[config.mk]
export PLATFORM = sky130hd
export DESIGN_NAME = instruction_fetch_unit
export DESIGN_NICKNAME = d
export VERILOG_FILES = /design/src/rtl/instruction_fetch_unit.sv
export SDC_FILE = /design/constraint.sdc
export NUM_CORES = 1
export LEC_CHECK = 0
export CELL_PAD_IN_SITES_DETAIL_PLACEMENT = 2
export CELL_PAD_IN_SITES_GLOBAL_PLACEMENT = 2
export CORE_MARGIN = 5
export CORE_UTILIZATION = 30
export CTS_CLUSTER_SIZE = 40
export DETAILED_ROUTE_END_ITERATION = 12
export GPL_TIMING_DRIVEN = 0
export PLACE_DENSITY = 0.69
export SLEW_MARGIN = 10
export SYNTH_ARGS = -nofsm -noshare
export SYNTH_HDL_FRONTEND = slang
export SYNTH_SLANG_ARGS = --single-unit
[constraint.sdc]
create_clock -name clock -period 8.2 [get_ports clock]
set_input_delay 1.64 -clock clock [delete_from_list [all_inputs] [get_ports clock]]
set_output_delay 1.64 -clock clock [all_outputs]
set_load 0.1 [all_outputs]
[src/rtl/instruction_fetch_unit.sv]
// Instruction fetch unit: owns the PC, issues one fetch per cycle into the cache,
// buffers captured instructions for decode, handles branch redirect and miss fault.
module instruction_fetch_unit #(
    parameter logic [31:0] RESET_PC  = 32'h0000_0100,
    parameter int unsigned PC_STRIDE = 8,
    parameter int unsigned BUF_DEPTH = 2,
    parameter logic [31:0] MISS_WORD = 32'hDEAD_BEEF
) (
    input  logic        clock,
    input  logic        reset,
    output logic [31:0] PC,
    input  logic [31:0] instruction,
    input  logic        branch_taken,
    input  logic [31:0] branch_target,
    output logic        out_valid,
    input  logic        out_ready,
    output logic [31:0] out_instruction,
    output logic [31:0] out_pc,
    output logic        fault,
    output logic [31:0] fault_pc
);

    localparam int unsigned PW = $clog2(BUF_DEPTH);
    localparam int unsigned CW = PW + 1;

    logic [31:0]   bufInstr [BUF_DEPTH];
    logic [31:0]   bufPc    [BUF_DEPTH];
    logic [PW-1:0] headPtr;
    logic [PW-1:0] tailPtr;
    logic [CW-1:0] count;
    logic          inflightValid;
    logic [31:0]   inflightPc;

    logic          pop;
    logic          miss;
    logic          push;
    logic          issue;
    logic [CW:0]   occupancy;

    assign out_valid       = (count != '0);
    assign out_instruction = bufInstr[headPtr];
    assign out_pc          = bufPc[headPtr];

    // Occupancy counts the in-flight fetch as already buffered, so a capture always has room.
    always_comb begin
        pop       = out_valid && out_ready;
        miss      = inflightValid && (instruction == MISS_WORD);
        push      = inflightValid && !miss;
        occupancy = {1'b0, count} + (CW+1)'(inflightValid) - (CW+1)'(pop);
        issue     = !fault && (occupancy < (CW+1)'(BUF_DEPTH));
    end

    always_ff @(posedge clock or posedge reset) begin
        if (reset) begin
            PC            <= RESET_PC;
            inflightValid <= 1'b0;
            inflightPc    <= '0;
            headPtr       <= '0;
            tailPtr       <= '0;
            count         <= '0;
            fault         <= 1'b0;
            fault_pc      <= '0;
            for (int unsigned i = 0; i < BUF_DEPTH; i++) begin
                bufInstr[i] <= '0;
                bufPc[i]    <= '0;
            end
        end else if (branch_taken && !fault) begin
            // Redirect squashes this edge's capture and pop along with the whole buffer.
            PC            <= branch_target;
            inflightValid <= 1'b0;
            headPtr       <= '0;
            tailPtr       <= '0;
            count         <= '0;
        end else begin
            if (miss) begin
                fault         <= 1'b1;
                fault_pc      <= inflightPc;
                inflightValid <= 1'b0;
            end else if (issue) begin
                inflightValid <= 1'b1;
                inflightPc    <= PC;
                PC            <= PC + 32'(PC_STRIDE);
            end else begin
                inflightValid <= 1'b0;
            end

            if (push) begin
                bufInstr[tailPtr] <= instruction;
                bufPc[tailPtr]    <= inflightPc;
                tailPtr           <= tailPtr + PW'(1);
            end
            if (pop) begin
                headPtr <= headPtr + PW'(1);
            end
            count <= count + CW'(push) - CW'(pop);
        end
    end

endmodule
== Word-level counts from Yosys, hierarchy flattened ==
Index checks and enable logic that the tools add are counted.

* $lt $le $gt $ge: 4
* Eq/ne operators: 2
* Bitwise logic cells: 4
* Add/subtract/negate cells: 7
* Multiplexer cells: 21
* Reduce and logical (&&, ||, !) cells: 16

{| class="wikitable"
|+ Operators with widths
! cell !! count
|-
| 2-to-1 mux 32 bit || 10
|-
| bitwise mux 64 bit || 2
|-
| adder 32 x 4 -> 32 bit, second input constant || 1
|-
| demux 32 bit (select 1 bit) || 1
|-
| equality test 32 bit, second input constant || 1
|-
| nonzero test 2 bit || 4
|-
| 2-to-1 mux 1 bit || 7
|-
| logical AND 1 bit || 6
|-
| AND reduction 2 bit || 3
|-
| greater-or-equal comparator 2 bit, second input constant || 2
|-
| inverter 1 -> 2 bit || 2
|-
| adder 2 x 1 -> 3 bit || 1
|-
| less-than comparator 3 x 2 -> 1 bit, second input constant || 1
|-
| AND reduction 3 bit || 1
|-
| subtractor 3 x 1 -> 3 bit || 1
|-
| adder 1 bit, second input constant || 2
|-
| adder 2 x 1 -> 2 bit || 1
|-
| zero test 1 bit || 2
|-
| less-than comparator 2 x 1 -> 1 bit, second input constant || 1
|-
| 2-to-1 mux 2 bit || 1
|-
| inequality test 2 x 1 -> 1 bit, second input constant || 1
|-
| inverter 1 bit || 2
|-
| subtractor 2 x 1 -> 2 bit || 1
|}

* Bits of input ports: 68
* Register bits after elaboration: 230
* Word-level logic and storage cells: 66
* Output and inout port bits: 130

== Depth between registers and ports, before layout ==
* Depth in word-level cells: 8
* Depth in mapped cells: 13
* Mapped depth without buffers: 11

== Least setup slack after synthesis ==
OpenSTA, ideal clock, no wires.

* Kind: input -> register
* From: input port out_ready
* To: register inflightPc[24]
* Library setup time: 68 ps
* Cell stages on the path: 12
* Arrival time: 3869 ps
* Path buffers: 2
* Slack: 4263 ps
* Path through: and2_1 -> ha_1 -> nand2b_1 -> fa_1 -> nand2b_1 -> nor3_1 -> o31ai_4 -> inv_2 -> buf_2 -> clkbuf_1 -> nand2_1 -> nand2_1

* Longest elaborated chain between the ends: 5

{| class="wikitable"
|+ RTL lines
! element !! RTL line !! source
|-
| from (decl) || 16 || <nowiki>input logic out_ready,</nowiki>
|-
| logical AND 1 bit || 46 || <nowiki>pop = out_valid && out_ready;</nowiki>
|-
| subtractor 3 x 1 -> 3 bit || 49 || <nowiki>occupancy = {1'b0, count} + (CW+1)'(inflightValid) - (CW+1)'(pop);</nowiki>
|-
| less-than comparator 3 x 2 -> 1 bit || 50 || <nowiki>issue = !fault && (occupancy < (CW+1)'(BUF_DEPTH));</nowiki>
|-
| logical AND 1 bit || 50 ||
|-
| AND reduction 3 bit (no line) || n/a ||
|-
| to (signal assigned) || 57 || <nowiki>inflightPc <= '0;</nowiki>
|-
| to (signal assigned) || 81 || <nowiki>inflightPc <= PC;</nowiki>
|-
| to (decl) || 32 || <nowiki>logic [31:0] inflightPc;</nowiki>
|}

Every way passes these cells.
A chain may end at the register's enable or synchronous reset.

== Final worst setup path ==
* From: register headPtr
* To: output port out_pc[5]

* Longest elaborated chain between the ends: 4

{| class="wikitable"
|+ RTL lines
! element !! RTL line !! source
|-
| from (decl) || 28 || <nowiki>logic [PW-1:0] headPtr;</nowiki>
|-
| from (signal assigned) || 93 || <nowiki>headPtr <= headPtr + PW'(1);</nowiki>
|-
| inverter 1 -> 2 bit (not written as such) || 42 || <nowiki>assign out_pc = bufPc[headPtr];</nowiki>
|-
| 2-to-1 mux 32 bit (not written as such) (3 in a row) || 42 ||
|-
| to (decl) || 18 || <nowiki>output logic [31:0] out_pc,</nowiki>
|}

Every way passes these cells. The select of a mux whose other input is x is not followed.

==> qor_table.md <==
| Parameter | Value | Unit |
| --- | --- | --- |
| Most numerous cell on the critical path | sky130_fd_sc_hd__clkbuf_1 | - |
| Clock tree from TritonCTS | yes | - |
| Final worst clock skew | 0.0119 | ns |
| Post-synth EDFFs | 0 | - |
| Top cells by area in the synthesized netlist | sky130_fd_sc_hd__dfrtp_1, sky130_fd_sc_hd__mux2_2, sky130_fd_sc_hd__nand2_1 | - |
| Antenna violations before repair | 1 | - |
| Final count of hold timing violations | 0 | - |
| Minimum clock period | 5.26 | ns |
| PostCTS Resize Cnt | 0 | - |
| Via density per instance | 4.98 | - |
| Critical Path End Type | output port | - |
| Register bit total from synthesis | 230 | - |
| Number of CTS-inserted buffers | 27 | - |
| Area inside the core boundary | 0.0335 | mm² |
| Number of buffers added to fix hold violations after cts | 0 | - |
| Most repeated cell in the gate-level netlist after synthesis | sky130_fd_sc_hd__dfrtp_1 | - |
| Fill count | 3,446 | - |
| Result of the run | finished, final reports clean | - |
| Via count of the first global-routing pass | 8,496 | - |
| Share of the clock period used by the worst path after layout | 0.641 | - |
| RePlAce Congestion | 0.772 | - |
| Final setup slack of the worst path | 2.94 | ns |
| Clock tree buffer depth | 3 | - |
| Post-synthesis cell type count | 48 | - |
| Wire length per cell | 22.5 | µm |
| Maximum number of pins on one net before global-route repair | 90 | - |
| Most common flop cell mapped by yosys | sky130_fd_sc_hd__dfrtp_1 | - |
| Rel. slew slack | 0.268 | - |
| Final ANT Viol Nets | 0 | - |
| Number of standard-cell rows in the floorplan | 67 | - |
| Number of warning messages in the yosys log | 0 | - |
| Number of diodes added for antenna fixing | 0 | - |
| WL final | 33,700 | µm |
| Worst skew pair latency | 0.53 | ns |
| Wire length of the first global-routing pass | 52,900 | µm |
| Final TNS setup | 0 | ns |
| CTS Root Buffer Type | sky130_fd_sc_hd__clkbuf_16 | - |
| Kind of cell adding the most delay to the critical path | buffers and inverters | - |
| Fraction of layout cells with a size suffix above 1 | 0.277 | - |
| Setup crit start kind | flop | - |
| Post-route DRC | 0 | - |
| Syn Area/Cell | 12.7 | µm² |
| Final net count | 1,105 | - |
| HP Class | flop to flop | - |
| Critical path class | flop to output port | - |
| Boundary Pins | 198 | - |
| Die Y | 194 | µm |
| Fmax | 190 | MHz |
| Critical path cell sequence | clkbuf_1 -> clkbuf_1 -> mux2_2 -> clkdlybuf4s50_1 | - |
| Area of the multi-input gates | 0.00420 | mm² |
| Sequential-to-total area share from yosys stat | 0.564 | - |
| Area taken by flip-flops and latches | 0.00576 | mm² |
| CTS sink count | 230 | - |
| Synthesized instance count | 804 | - |
| Total Routing Usage GR | 0.175 | - |
| Library cell with the largest summed area after synthesis | sky130_fd_sc_hd__dfrtp_1 | - |
| Die extent in x | 194 | µm |
| Number of max-slew violations in the final report | 0 | - |
| Fraction of synthesized cell area taken by the top area cell type | 0.561 | - |
| Setup repair after global routing missed its margin | false | - |
| Detailed-route via count | 7,454 | - |
| Leading post-synthesis cells by instance count | sky130_fd_sc_hd__dfrtp_1, sky130_fd_sc_hd__mux2_2, sky130_fd_sc_hd__nand2_1 | - |
| Master of the slowest instance on the critical path | sky130_fd_sc_hd__clkdlybuf4s50_1 | - |
| Dpl ws | 3.00 | ns |
| Post-synth net total | 877 | - |
| Final setup violation count | 0 | - |
| Post-CTS repair timing setup buffer count | 0 | - |
| Share of flip-flops with an asynchronous set or reset after synthesis | 1.00 | - |
| Number of input and output port buffers inserted | 197 | - |
| Clock transition time at the flip-flop clock pins of the worst setup and hold paths | 0.06 | ns |
| Total global routing overflow | 0 | - |
| Number of buffers and inverters on the critical path | 3 | - |
| Highest fanout seen on the critical path | 10 | - |
| Signed area change from the synthesized netlist to the final layout | 34.2 | % |
| Count of routing violations after the opening detailed-route iteration | 260 | - |
| Initial core utilization | 0.304 | - |
| Maximum level of the CTS H-tree | 1 | - |
| Max cap viols | 0 | - |
| Required time of the worst setup path | 6.56 | ns |
| First-pass DRT Iterations | 4 | - |
| Synth Cell Area | 0.0102 | mm² |
| DP Wirelength | 24,200 | µm |
| Max stage delay on crit path | 1.16 | ns |
| Transition time at the pin with the least slew margin | 1.09 | ns |
| Die Outline Area | 0.0378 | mm² |
| Arrival time at the worst endpoint | 3.62 | ns |
cell families after synthesis:
| kind of cell | Yosys count | synth area share |
|---|---|---|
| mux | 224 | 0.247 |
| fa+ha+maj | 5 | 0.00686 |
| xor+xnor | 5 | 0.00429 |
| flops | 230 | 0.564 |
| buf+inv | 61 | 0.0256 |
| compound gates | 86 | 0.0597 |
| simple gates | 193 | 0.0925 |
placed cells by master, fill, tap and decap left out, drive strengths merged, types with 6 or more instances in the layout:
cell type / Yosys / routed
clkbuf: 20 / 58
nor2: 10 / 10
a21oi: 17 / 17
clkdlybuf4s50: 0 / 197
a221o: 12 / 12
nand3: 22 / 22
inv: 16 / 16
o31ai: 9 / 9
o21ai: 22 / 22
buf: 25 / 27
or4: 11 / 11
a22oi: 6 / 6
mux2: 224 / 224
dfrtp: 229 / 229
clkinv: 0 / 6
nand2: 102 / 102
or3: 9 / 9
nand4b: 6 / 6
per-layer routing:
metal  vias up  part of all wire  GRT usage
li1       3345                 -          -
met3        51             0.041     0.0282
met4         2             0.026     0.0401
met2       158              0.48      0.296
met1      3898              0.45      0.238
met5         -           0.00039          0
final cells by class:
class | instances | area share
Buffer | 45 | 0.0147
Clock buffer | 38 | 0.0560
Clock inverter | 9 | 0.00877
Inverter | 16 | 0.00493
Multi-Input combinational cell | 513 | 0.307
Sequential cell | 230 | 0.420
Tap cell | 448 | 0.0409
Timing Repair Buffer | 199 | 0.148
sequential cells by signal (all words and copies together), names as in the netlist, 2 cells and up:
register    cells
PC             32
bufPc          64
count           2
bufInstr       64
inflightPc     32
fault_pc       32
final timing paths:
check	cells past startpoint	endpoint	from	slack, ns
setup / recovery	4	out_pc[5]	headPtr$_DFFE_PP0P_	2.94
hold / removal	1	bufInstr[52]$_DFFE_PP0P_	bufInstr[52]$_DFFE_PP0P_	0.48
setup reg to reg	13	inflightPc[6]$_DFFE_PP0P_	count[1]$_DFF_PP0_	4.31
hold reg to reg	1	bufInstr[52]$_DFFE_PP0P_	bufInstr[52]$_DFFE_PP0P_	0.48
max in group asynchronous	4	bufPc[22]$_DFFE_PP0P_	reset	5.45
min in group asynchronous	2	bufInstr[0]$_DFFE_PP0P_	reset	1.56
worst register-to-register path, cell delays in order (launching register included):
cell                       delay (ns)
sky130_fd_sc_hd__dfrtp_1         0.44
sky130_fd_sc_hd__or2_2           0.35
sky130_fd_sc_hd__and2_1          0.21
sky130_fd_sc_hd__ha_1            0.28
sky130_fd_sc_hd__nand2b_1        0.16
sky130_fd_sc_hd__fa_1            0.48
sky130_fd_sc_hd__nand2b_1        0.06
sky130_fd_sc_hd__nor3_1          0.38
sky130_fd_sc_hd__o31ai_4         0.21
sky130_fd_sc_hd__inv_2           0.13
sky130_fd_sc_hd__buf_2           0.28
sky130_fd_sc_hd__clkbuf_1        0.59
sky130_fd_sc_hd__nand2_1         0.16
sky130_fd_sc_hd__nand2_1         0.10
per-stage QoR:
step	instance area, µm²	hold WS [ns]	cells	util
2_1_floorplan	10200	0.454	804	-
3_3_place_gp	12700	0.463	1449	0.380
3_5_place_dp	12800	0.475	1451	0.382
4_1_cts	13700	0.489	1498	0.408
5_1_grt	13700	0.509	1498	0.409
6_report	13700	0.485	1498	0.409
Power is left out: the tool's default activity adds up to more than one toggle a clock period on the data nets, which glitch-free logic cannot reach.
